$ cat src/rtl/regfile_wb_arbiter.sv
// Round-robin arbiter that shares the regfile write port among N_REQ writeback sources.
// It also keeps a pending-write scoreboard that issue uses to stall on RAW and WAW hazards.
module regfile_wb_arbiter #(
  parameter int N_REQ = 3,
  parameter int XLEN  = 32
) (
  input  logic                  i_clk,
  input  logic                  i_rst_n,
  input  logic [N_REQ-1:0]      i_req_valid,
  output logic [N_REQ-1:0]      o_req_ready,
  input  logic [N_REQ*5-1:0]    i_req_rd,
  input  logic [N_REQ*XLEN-1:0] i_req_data,
  output logic                  o_rf_we,
  output logic [4:0]            o_rf_rd_addr,
  output logic [XLEN-1:0]       o_rf_rd_data,
  input  logic                  i_issue_valid,
  input  logic [4:0]            i_issue_rd,
  input  logic [4:0]            i_rs1_addr,
  input  logic [4:0]            i_rs2_addr,
  output logic                  o_rs1_busy,
  output logic                  o_rs2_busy,
  output logic                  o_rd_busy,
  output logic                  o_err
);

  localparam int PW = (N_REQ > 1) ? $clog2(N_REQ) : 1;

  logic [PW-1:0]    ptr_r;
  logic [PW-1:0]    win_s;
  logic             found_s;
  int               idx_s;
  logic [N_REQ-1:0] grant_s;
  logic             hs_s;
  logic [4:0]       sel_rd_s;
  logic [XLEN-1:0]  sel_data_s;
  logic             set_s;
  logic             orphan_s;
  logic             we_r;
  logic [4:0]       addr_r;
  logic [XLEN-1:0]  data_r;
  logic [31:0]      pending_r;
  logic [31:0]      pending_nxt_s;
  logic             err_r;
  logic             err_nxt_s;

  // A register being committed this cycle is forwarded by the regfile, so it is not busy.
  function automatic logic busy_f(input logic [4:0] a, input logic [31:0] pend,
                                  input logic we, input logic [4:0] wa);
    return (a != 5'd0) && pend[a] && !(we && (wa == a));
  endfunction

  // Round-robin search starting just after the last granted requester.
  always_comb begin
    win_s   = '0;
    found_s = 1'b0;
    idx_s   = 0;
    for (int i = 1; i <= N_REQ; i++) begin
      idx_s   = (int'(ptr_r) + i) % N_REQ;
      win_s   = (!found_s && i_req_valid[idx_s]) ? PW'(idx_s) : win_s;
      found_s = found_s | i_req_valid[idx_s];
    end
  end

  // Grant vector and the winning request's payload.
  always_comb begin
    grant_s    = found_s ? ({{(N_REQ-1){1'b0}}, 1'b1} << win_s) : '0;
    hs_s       = found_s & i_rst_n;
    sel_rd_s   = i_req_rd[int'(win_s)*5 +: 5];
    sel_data_s = i_req_data[int'(win_s)*XLEN +: XLEN];
  end

  assign o_req_ready = grant_s & {N_REQ{i_rst_n}};

  // Scoreboard update: clear on commit first, then set on issue so a collision leaves the bit set.
  always_comb begin
    set_s         = i_issue_valid && (i_issue_rd != 5'd0);
    pending_nxt_s = pending_r & ~(we_r ? (32'd1 << addr_r) : 32'd0);
    pending_nxt_s = pending_nxt_s | (set_s ? (32'd1 << i_issue_rd) : 32'd0);
    pending_nxt_s[0] = 1'b0;
    orphan_s  = hs_s && (sel_rd_s != 5'd0) && !pending_r[sel_rd_s] &&
                !(set_s && (i_issue_rd == sel_rd_s));
    err_nxt_s = err_r | (i_issue_valid & o_rd_busy) | orphan_s;
  end

  assign o_rs1_busy = busy_f(i_rs1_addr, pending_r, we_r, addr_r);
  assign o_rs2_busy = busy_f(i_rs2_addr, pending_r, we_r, addr_r);
  assign o_rd_busy  = busy_f(i_issue_rd, pending_r, we_r, addr_r);

  // Pointer, registered write port, scoreboard and sticky error state.
  always_ff @(posedge i_clk or negedge i_rst_n) begin
    if (!i_rst_n) begin
      ptr_r     <= PW'(N_REQ - 1);
      we_r      <= 1'b0;
      addr_r    <= 5'd0;
      data_r    <= '0;
      pending_r <= 32'd0;
      err_r     <= 1'b0;
    end else begin
      ptr_r     <= hs_s ? win_s : ptr_r;
      we_r      <= hs_s && (sel_rd_s != 5'd0);
      addr_r    <= hs_s ? sel_rd_s : addr_r;
      data_r    <= hs_s ? sel_data_s : data_r;
      pending_r <= pending_nxt_s;
      err_r     <= err_nxt_s;
    end
  end

  assign o_rf_we      = we_r;
  assign o_rf_rd_addr = addr_r;
  assign o_rf_rd_data = data_r;
  assign o_err        = err_r;

endmodule

$ cat config.mk
export PLATFORM = sky130hd
export DESIGN_NAME = regfile_wb_arbiter
export DESIGN_NICKNAME = d
export VERILOG_FILES = /design/src/rtl/regfile_wb_arbiter.sv
export SDC_FILE = /design/constraint.sdc
export NUM_CORES = 1
export LEC_CHECK = 0
export ABC_AREA = 1
export BUFFER_PORTS_ARGS = -buffer_cell sky130_fd_sc_hd__buf_4
export CAP_MARGIN = 20
export CORE_MARGIN = 1
export CORE_UTILIZATION = 45
export DETAILED_ROUTE_END_ITERATION = 10
export MAX_ROUTING_LAYER = met4
export PLACE_DENSITY_LB_ADDON = 0.3
export SLEW_MARGIN = 30
export SYNTH_ARGS = -nofsm -noshare
export SYNTH_HDL_FRONTEND = slang
export SYNTH_SLANG_ARGS = --single-unit
$ cat constraint.sdc
create_clock -name i_clk -period 5 [get_ports i_clk]
set_input_delay 1 -clock i_clk [delete_from_list [all_inputs] [get_ports i_clk]]
set_output_delay 1 -clock i_clk [all_outputs]
set_load 0.03 [all_outputs]
==> key figures, run 1 <==
Pwr
  – Power, Total: about 0.0054 W
  – Peak supply drop: just under 0.0004 V
  – Clock power frac: about 13%
  – Pwr Density: around 760 nW/µm²
  – Switching share of total power: 53.2%
  – P_leak: roughly 3.4 nW
  – Internal power: approximately 0.0025 W
  – Comb pwr share: between 60% and 70%
  – Seq pwr share: about 22%
  – Switch Pwr: roughly 0.0029 W

Placed design
  – Number of instances in the placed design: about 1100
  – Placed cell area: approximately 6800 µm²
  – GPL Wtd Cong: 1.04
  – Dpl hpwl: about 14000 µm
  – Port Buf Inserts: between 150 and 200

Synthesis
  – Number of synthesized flops with an enable pin: 0
  – Mapped Nets: about 940
  – Yosys warns: 0
  – Main synth FF type: dfrtp_1
  – Synth Instances: around 810
  – Mapped cell area: around 5500 µm²
  – Unique masters post-synth: 41
  – Yosys top cell area share: roughly a third
  – Ys async rst share: between 90% and 100%
  – Synthesized flop and latch total: 72
  – Sequential share of the synthesized area: 32.7%
  – Syn avg cell area: 6.82 µm²
  – Yosys top cell by area: dfrtp_1
  – Synth area leaders: dfrtp_1 32%, o21ai_0 13%, a21oi_1 8.7%, nand2_1 8.2%, nand3_1 7.0%

Critical path
  – RR Endpoint: o_err
  – Startpoint types: flop
  – Reg2Reg Depth: 18
  – CP Data Arrival Time: just over 3000 ps
  – Crit Path Category: reg -> out
  – CP endpoint kind: primary output
  – CP required: approximately 4000 ps
  – Critical path fanouts, max: 42
  – R2R Setup Slk: 1600 ps
  – Reg2reg start: ptr_r[0]

STA
  – Crit path time final: between 4000 and 5000 ps
  – Slew margin rel.: 42.5%
  – Slew Limit Fails: 0
  – Fin crit share: between 80% and 90%
  – Fin Setup TNS: 0 ps
  – Final setup vio count: 0
  – Slew @ Worst Pin: about 860 ps
  – Final hold slack: 481 ps
  – Final hold violation count: 0
  – Fmax: approximately 250 MHz
  – Final Skew: 4.64 ps
  – RSZ-0062 raised after global routing: no

Global route
  – Total GRT Usage: roughly a third
  – Initial antenna violation count: 0
  – Largest net degree at the start of global routing: 68
  – First-pass GRT wire length: ~31000 µm
  – GR Overflow Total: 0
  – Vias in the first global route: approximately 6000

Floorplan
  – Initial Utilization: between 40% and 50%
  – Io pins: 177
  – Die area: between 10000 and 15000 µm²
  – Core Box Area: ~12000 µm²
  – Die Y: 113 µm
  – Die width: ~110 µm
  – FP Rows: 40

Route
  – First drt pass iteration count: 6
  – Vias/cell: ~5.8
  – Routed Antenna Nets: 0
  – DRC viols: 0
  – WL per Instance: 18.0 µm
  – Total number of vias: about 6400
  – Iter 0 DRT Violations: between 600 and 700
  – Post-Route WL: about 20000 µm

Hold path
  – Worst min path class: in -> async

Final layout
  – Share of cells above drive strength 1: ~24%
  – Most common cell after layout, fill and taps aside: buf_4
  – Area Growth Syn to Fin: 29.9%
  – Diode count: 0
  – Final Non-Filler Cells: 1103
  – Most frequent cells in the layout: 180 x buf_4, 138 x o21ai_0, 121 x nand2_1
  – Final net count: 1088
  – Final instance area: roughly 7200 µm²

Job
  – Max Cap Viol: 0

Clock tree
  – Clock root buffer: clkbuf_16
  – Setup bufs post-CTS: 0
  – CTS tree: yes
  – Worst-skew pair later-pin latency: 330 ps
  – # H-tree levels: 3
  – Post-CTS Resized: 0
  – CTS Buffer Depth: 2
  – CTS buffer count: 9
  – Clock Pin Slew Worst Setup and Hold Paths: roughly 60 ps
  – CTS Sinks: between 70 and 80
  – Hold_buf cts: 0

Outcome
  – Status: complete, no violations
## sequential cells by signal, indices dropped and copies added, names as in the netlist
signal / flops
o_rf_rd_data: 32
o_err: 1
o_rf_rd_addr: 5
ptr_r: 2
pending_r: 31
o_rf_we: 1
## synth_stat cells (2+ instances only)
cell type / count
o21ai_0: 138
nand2_1: 121
a21oi_1: 96
nand3_1: 77
dfrtp_1: 71
inv_1: 68
nor2_1: 61
clkbuf_1: 39
o21bai_1: 34
o22ai_1: 17
nand2_2: 8
a221oi_1: 7
inv_2: 7
nand4_1: 6
nor3_1: 6
buf_6: 5
nand2_4: 5
ha_1: 4
nand3_2: 4
o311ai_0: 4
clkinv_1: 3
buf_2: 2
nand3_4: 2
nor2_4: 2
o211ai_1: 2
o21ai_1: 2
o21ai_2: 2
o31ai_1: 2
## per-stage QoR
stage          utilization [%]  setup slack, ps
5_1_grt                   59.8              724
4_1_cts                   59.8              962
3_3_place_gp              57.0             1120
6_report                  59.8              951
3_5_place_dp              57.0             1090
2_1_floorplan                -             1230
## per-layer routing
layer | vias up | part of all wire (%) | global-route usage, %
met5 | - | 0 | -
met4 | 0 | 3.8 | 15.0
met3 | 55 | 11 | 6.05
met2 | 397 | 46 | 50.1
met1 | 2904 | 40 | 42.2
li1 | 3076 | - | -
## kinds of logic (layout without fill, tap and decap cells)
logic type / count (synthesis) / in the layout / synth area share [%]
buffers and inverters: 126 / 274 / 9.43
AO/OA/AOI/OAI: 310 / 310 / 31.8
AND/OR/NAND/NOR: 294 / 294 / 24.8
adder cells (fa/ha/maj): 4 / 4 / 0.909
flip-flops: 72 / 72 / 32.7
XOR/XNOR: 2 / 2 / 0.318
## critical path, cell delays in order (launching register included)
cell	delay, ps
dfrtp_1	380
inv_1	90
ha_1	390
o21ai_1	250
nand2_4	110
nand3_1	110
nand2_2	90
nor2_8	490
inv_4	330
nor3_1	270
buf_4	190
## cell type report
type,instances,area [µm²]
tap,147,184
fill,1117,4810
multi-input combinational,610,3180
clock buffer,9,225
clock inverter,6,109
timing repair buffer,180,1350
sequential,72,1800
inverter,79,299
## worst max path at each step
stage	startpoint	endpoint	slack [ps]	cells past startpoint
after floorplan	i_req_valid[2]	o_req_ready[0]	1230	10
after global placement	i_req_valid[2]	o_req_ready[0]	1120	10
after detailed placement	i_req_valid[2]	o_req_ready[0]	1090	10
after CTS	ptr_r[0]	o_req_ready[0]	960	10
after global routing	ptr_r[0]	o_req_ready[0]	720	10
final	ptr_r[0]	o_req_ready[0]	950	10
## power groups by stage
stage	combinational [W]	clock, W	sequential (W)
after detailed placement	0.00345	0	0.00117
after CTS	0.00346	0.000734	0.00117
final	0.00350	0.000726	0.00120
after floorplan	0.00236	0	0.00132
after global placement	0.00342	0	0.00118
after global routing	0.00383	0.000760	0.00121
Power figures use the tool's default switching activity.
==> inputs of run 2 (changes only) <==
==> constraint.sdc (replaced) <==
create_clock -name i_clk -period 3.49 [get_ports i_clk]
set_input_delay 0.698 -clock i_clk [delete_from_list [all_inputs] [get_ports i_clk]]
set_output_delay 0.698 -clock i_clk [all_outputs]
set_load 0.03 [all_outputs]
==> run 2 against run 1 <==
  * Sequential cell count unchanged
  * First-iteration DRC count increased by 7.4%
  * Cell count increased by 0.82%
  * Routed wire length increased by 6.0%
  * Critical path type unchanged
  * Critical endpoint unchanged
==> key figures, run 2 (synthesis results as in run 1) <==
Clock tree
  – CTS buffer count: 9
  – CTS Sinks: 72
  – Worst-skew pair later-pin latency: between 300 and 400 ps
  – # H-tree levels: 3
  – Clock Pin Slew Worst Setup and Hold Paths: approximately 60 ps
  – CTS tree: yes
  – CTS Buffer Depth: 2
  – Clock root buffer: clkbuf_16

Final layout
  – Final instance area: between 7000 and 8000 µm²
  – Final Non-Filler Cells: 1112
  – Most frequent cells in the layout: 188 x buf_4, 138 x o21ai_0, 121 x nand2_1
  – Most common cell after layout, fill and taps aside: buf_4
  – Max reg flops: 32
  – Diode count: 0
  – Share of cells above drive strength 1: between 20% and 30%
  – Area Growth Syn to Fin: 30.0%
  – Final net count: about 1100
  – Fillers: ~1100

Critical path
  – CP required: 2790 ps
  – Crit Path Category: reg -> out
  – Reg2Reg Depth: 20
  – Reg2reg start: ptr_r[1]
  – CP endpoint kind: primary output
  – RR Endpoint: o_err
  – CP Data Arrival Time: ~2600 ps
  – Startpoint types: flop
  – Critical path fanouts, max: 40
  – R2R Setup Slk: 500 ps

Floorplan
  – Die Y: 113 µm
  – FP Rows: 40
  – Core Box Area: roughly 12000 µm²
  – Die area: 12700 µm²
  – Io pins: roughly 180
  – Die width: 113 µm
  – Initial Utilization: between 40% and 50%

Pwr
  – Power, Total: ~0.0078 W
  – Pwr Density: 1080 nW/µm²
  – P_leak: between 3 and 4 nW
  – Peak supply drop: slightly above 0.0005 V

Global route
  – Initial antenna violation count: 0
  – Largest net degree at the start of global routing: between 50 and 60
  – GR Overflow Total: 0
  – Vias in the first global route: 6138
  – Total GRT Usage: 34.7%
  – First-pass GRT wire length: 32800 µm

Outcome
  – Status: complete, no violations

Route
  – Post-Route WL: approximately 21000 µm
  – Total number of vias: 6605
  – DRC viols: 0
  – First drt pass iteration count: 5
  – Iter 0 DRT Violations: 650
  – Routed Antenna Nets: 0
  – Vias/cell: 5.94
  – WL per Instance: 18.9 µm

Job
  – Max Cap Viol: 0

Placed design
  – Port Buf Inserts: between 150 and 200
  – GPL Wtd Cong: between 1 and 1.5
  – Placed cell area: 6890 µm²
  – Number of instances in the placed design: 1097
  – Dpl hpwl: 15500 µm

STA
  – Slew margin rel.: just over 50%
  – RSZ-0062 raised after global routing: no
  – Crit path time final: roughly 3300 ps
  – Slew @ Worst Pin: 741 ps
  – Final setup vio count: 0
  – Fin crit share: between 90% and 100%
  – Slew Limit Fails: 0
  – Final hold violation count: 0
  – Fin Setup TNS: 0 ps
  – Fmax: between 300 and 400 MHz
  – Final Skew: ~6.6 ps

Hold path
  – Worst min path class: in -> async
## run 2: power by group
group | total (W) | leakage (nW) | internal (W) | switching [W]
registers | 0.00163 | 0.787 | 0.00124 | 0.000389
logic | 0.00528 | 2.47 | 0.00178 | 0.00350
clock network | 0.000850 | 0.128 | 0.000477 | 0.000372
## run 2: worst max path at each step
stage                             start        endpoint  slack [ps]  cells after the start
after floorplan                ptr_r[1]  o_req_ready[0]         200                     10
after global placement    i_issue_rd[1]       o_rd_busy         510                     10
after detailed placement  i_issue_rd[1]       o_rd_busy         530                     10
after CTS                      ptr_r[0]  o_req_ready[2]         170                     10
after global routing           ptr_r[1]  o_req_ready[0]          10                     12
final                          ptr_r[0]  o_req_ready[0]         220                     10
## run 2: per-layer routing
layer  up-vias  wire, µm  global-route usage (%)  share of wire [%]
met5         -         0                       -                  0
met4         0       547                    12.4                2.6
met3        42      2290                    7.51                 11
met2       400      9550                    52.1                 45
met1      3067      8670                    46.1                 41
li1       3096         -                       -                  -
## run 2: area by class of cell
| type | instances | area (µm²) | area share [%] |
|---|---|---|---|
| multi-input cells | 610 | 3180 | 44.5 |
| flip-flops and latches | 72 | 1800 | 25.2 |
| repair buffers | 189 | 1420 | 19.9 |
| inverters | 79 | 299 | 4.18 |
| clock buffers | 10 | 229 | 3.20 |
| well taps | 147 | 184 | 2.57 |
| clock inverters | 5 | 35.0 | 0.490 |
## run 2: metrics by stage
| step | worst slack, ps | hold slack, ps | utilization [%] |
|---|---|---|---|
| CTS | 166 | 263 | 59.8 |
| detailed placement | 530 | 498 | 57.6 |
| global placement | 506 | 492 | 57.6 |
| finish | 215 | 252 | 59.8 |
| floorplan | 199 | 402 | - |
| global route | 13.2 | 276 | 59.8 |
## run 2: what timing repair did
item | 4_1_cts | 5_1_grt
endpoints found under the setup margin | 0 | 1
hold buffers | 0 | 0
buffers inserted | 0 | 0
gates resized for setup | 0 | 1
## run 2: critical path, cell delays in order (launching register included)
cell and delay, ps:
dfrtp_1 370, inv_1 80, ha_1 390, o21ai_1 260, nand2_4 110, nand3_1 110, nand2_2 90, nor2_8 200
inv_4 200, nor3_1 230, buf_4 190
==> inputs of run 3 (changes only) <==
--- a/config.mk
+++ b/config.mk
@@ -12,7 +12,7 @@
 export CORE_UTILIZATION = 45
 export DETAILED_ROUTE_END_ITERATION = 10
 export MAX_ROUTING_LAYER = met4
-export PLACE_DENSITY_LB_ADDON = 0.3
+export PLACE_DENSITY = 0.75
 export SLEW_MARGIN = 30
 export SYNTH_ARGS = -nofsm -noshare
 export SYNTH_HDL_FRONTEND = slang
==> run 3 against run 2 <==
  * First-iteration DRC count rose by 7.7%
  * Sequential power rose by 6%
  * Critical path type unchanged
  * Sequential share of layout area down 0.28 points
  * Critical path depth grew 2
  * Non-clock buffer count fell by 3
  * Combinational power decreased by 3%
  * Global-route usage shrank 0.89 points
  * Register-to-register slack better by 40 ps
  * Maximum frequency decreased by 0.44%
==> key figures, run 3 (synthesis results as in run 1) <==
Outcome
  – Status: complete, no violations

Placed design
  – GPL Wtd Cong: approximately 1
  – Placed cell area: roughly 6900 µm²
  – Port Buf Inserts: ~180
  – Dpl hpwl: approximately 15000 µm

Route
  – Routed Antenna Nets: 0
  – WL per Instance: roughly 19 µm
  – First drt pass iteration count: 5
  – Total number of vias: 6553
  – Iter 0 DRT Violations: 700
  – Vias/cell: around 5.9
  – DRC viols: 0
  – Post-Route WL: 20700 µm

STA
  – Final hold violation count: 0
  – Final hold slack: 230 ps
  – Fin Setup TNS: 0 ps
  – Crit path time final: ~3300 ps
  – Fin crit share: between 90 and 100%
  – Final Skew: roughly 9 ps
  – Final setup vio count: 0
  – Slew Limit Fails: 0
  – Slew margin rel.: between 50 and 60%
  – RSZ-0062 raised after global routing: no
  – Fmax: 304 MHz
  – Slew @ Worst Pin: 748 ps

Final layout
  – Diode count: 0
  – Share of cells above drive strength 1: between 20% and 30%
  – Most common cell after layout, fill and taps aside: buf_4
  – Most frequent cells in the layout: 186 x buf_4, 138 x o21ai_0, 121 x nand2_1
  – Area Growth Syn to Fin: 31.4%
  – Max reg flops: 32
  – Final net count: roughly 1100
  – Final instance area: just over 7000 µm²

Clock tree
  – Clock Pin Slew Worst Setup and Hold Paths: 60 ps
  – CTS buffer count: 9
  – CTS tree: yes
  – Post-CTS Resized: 0
  – Setup bufs post-CTS: 0
  – CTS Buffer Depth: 2
  – Clock root buffer: clkbuf_16
  – # H-tree levels: 3
  – Worst-skew pair later-pin latency: around 350 ps
  – CTS Sinks: just over 70
  – Hold_buf cts: 0

Floorplan
  – Die area: 12700 µm²
  – Initial Utilization: 46.0%
  – Die width: roughly 110 µm
  – FP Rows: 40
  – Io pins: 177
  – Core Box Area: between 10000 and 15000 µm²
  – Die Y: about 110 µm

Global route
  – GR Overflow Total: 0
  – Initial antenna violation count: 0
  – First-pass GRT wire length: between 30000 and 40000 µm
  – Largest net degree at the start of global routing: 55
  – Vias in the first global route: roughly 6200
  – Total GRT Usage: 33.8%

Pwr
  – Power, Total: ~0.008 W
  – Pwr Density: approximately 1100 nW/µm²
  – Peak supply drop: 0.000555 V
  – P_leak: roughly 3.4 nW

Critical path
  – Critical path fanouts, max: 21
  – Crit Path Category: reg -> out
  – CP endpoint kind: primary output
  – CP Data Arrival Time: 2590 ps
  – CP required: between 2000 and 3000 ps
  – Startpoint types: flop

Hold path
  – Worst min path class: in -> async

Job
  – Max Cap Viol: 0
-- run 3: through the flow --
step / worst slack, ps / instances / util, %
after CTS: 114 / 1109 / 60.5
final: 201 / 1109 / 60.5
after global placement: 538 / 1094 / 57.4
after detailed placement: 476 / 1094 / 57.4
after floorplan: 199 / 808 / -
after global routing: 33.8 / 1109 / 60.5
-- run 3: layout make-up --
cell class | count | area, µm²
tap | 147 | 184
timing repair buffer | 186 | 1400
clock buffer | 10 | 239
fill | 1140 | 4720
multi-input combinational | 610 | 3180
clock inverter | 5 | 129
sequential | 72 | 1800
inverter | 79 | 302
-- run 3: worst paths after layout --
path | from | endpoint | slack [ps] | cells past startpoint
min | i_rst_n | pending_r[29] | 230 | 1
min in group i_clk | o_rf_rd_data[31] | o_rf_rd_data[31] | 520 | 2
max reg2reg | ptr_r[1] | o_err | 540 | 20
min reg2reg | o_rf_rd_data[31] | o_rf_rd_data[31] | 520 | 2
max | ptr_r[1] | o_req_ready[0] | 200 | 12
max in group asynchronous | i_rst_n | pending_r[6] | 2250 | 2
-- run 3: critical path, cell delays in order, from the launching register on --
cell and delay, ps:
dfstp_2 540, inv_1 70, ha_1 220, inv_1 150, nand2_1 70, nand3_1 80, nand2_1 120, nand3_4 110
nand3_2 120, nand2_4 240, inv_4 160, nor3_1 170, buf_4 200
-- run 3: layer usage --
layer  global-route usage, %  share of wire [%]
met4                    14.0                4.5
met2                    52.1                 45
met1                    42.7                 41
met3                    8.05                9.7
met5                       -                  0
-- run 3: power breakdown --
part	internal [W]	leakage [nW]	switching, W	total (W)
logic	0.00177	2.46	0.00337	0.00514
clock network	0.000787	0.179	0.000363	0.00115
registers	0.00123	0.787	0.000481	0.00172
total	0.00379	3.42	0.00422	0.00801
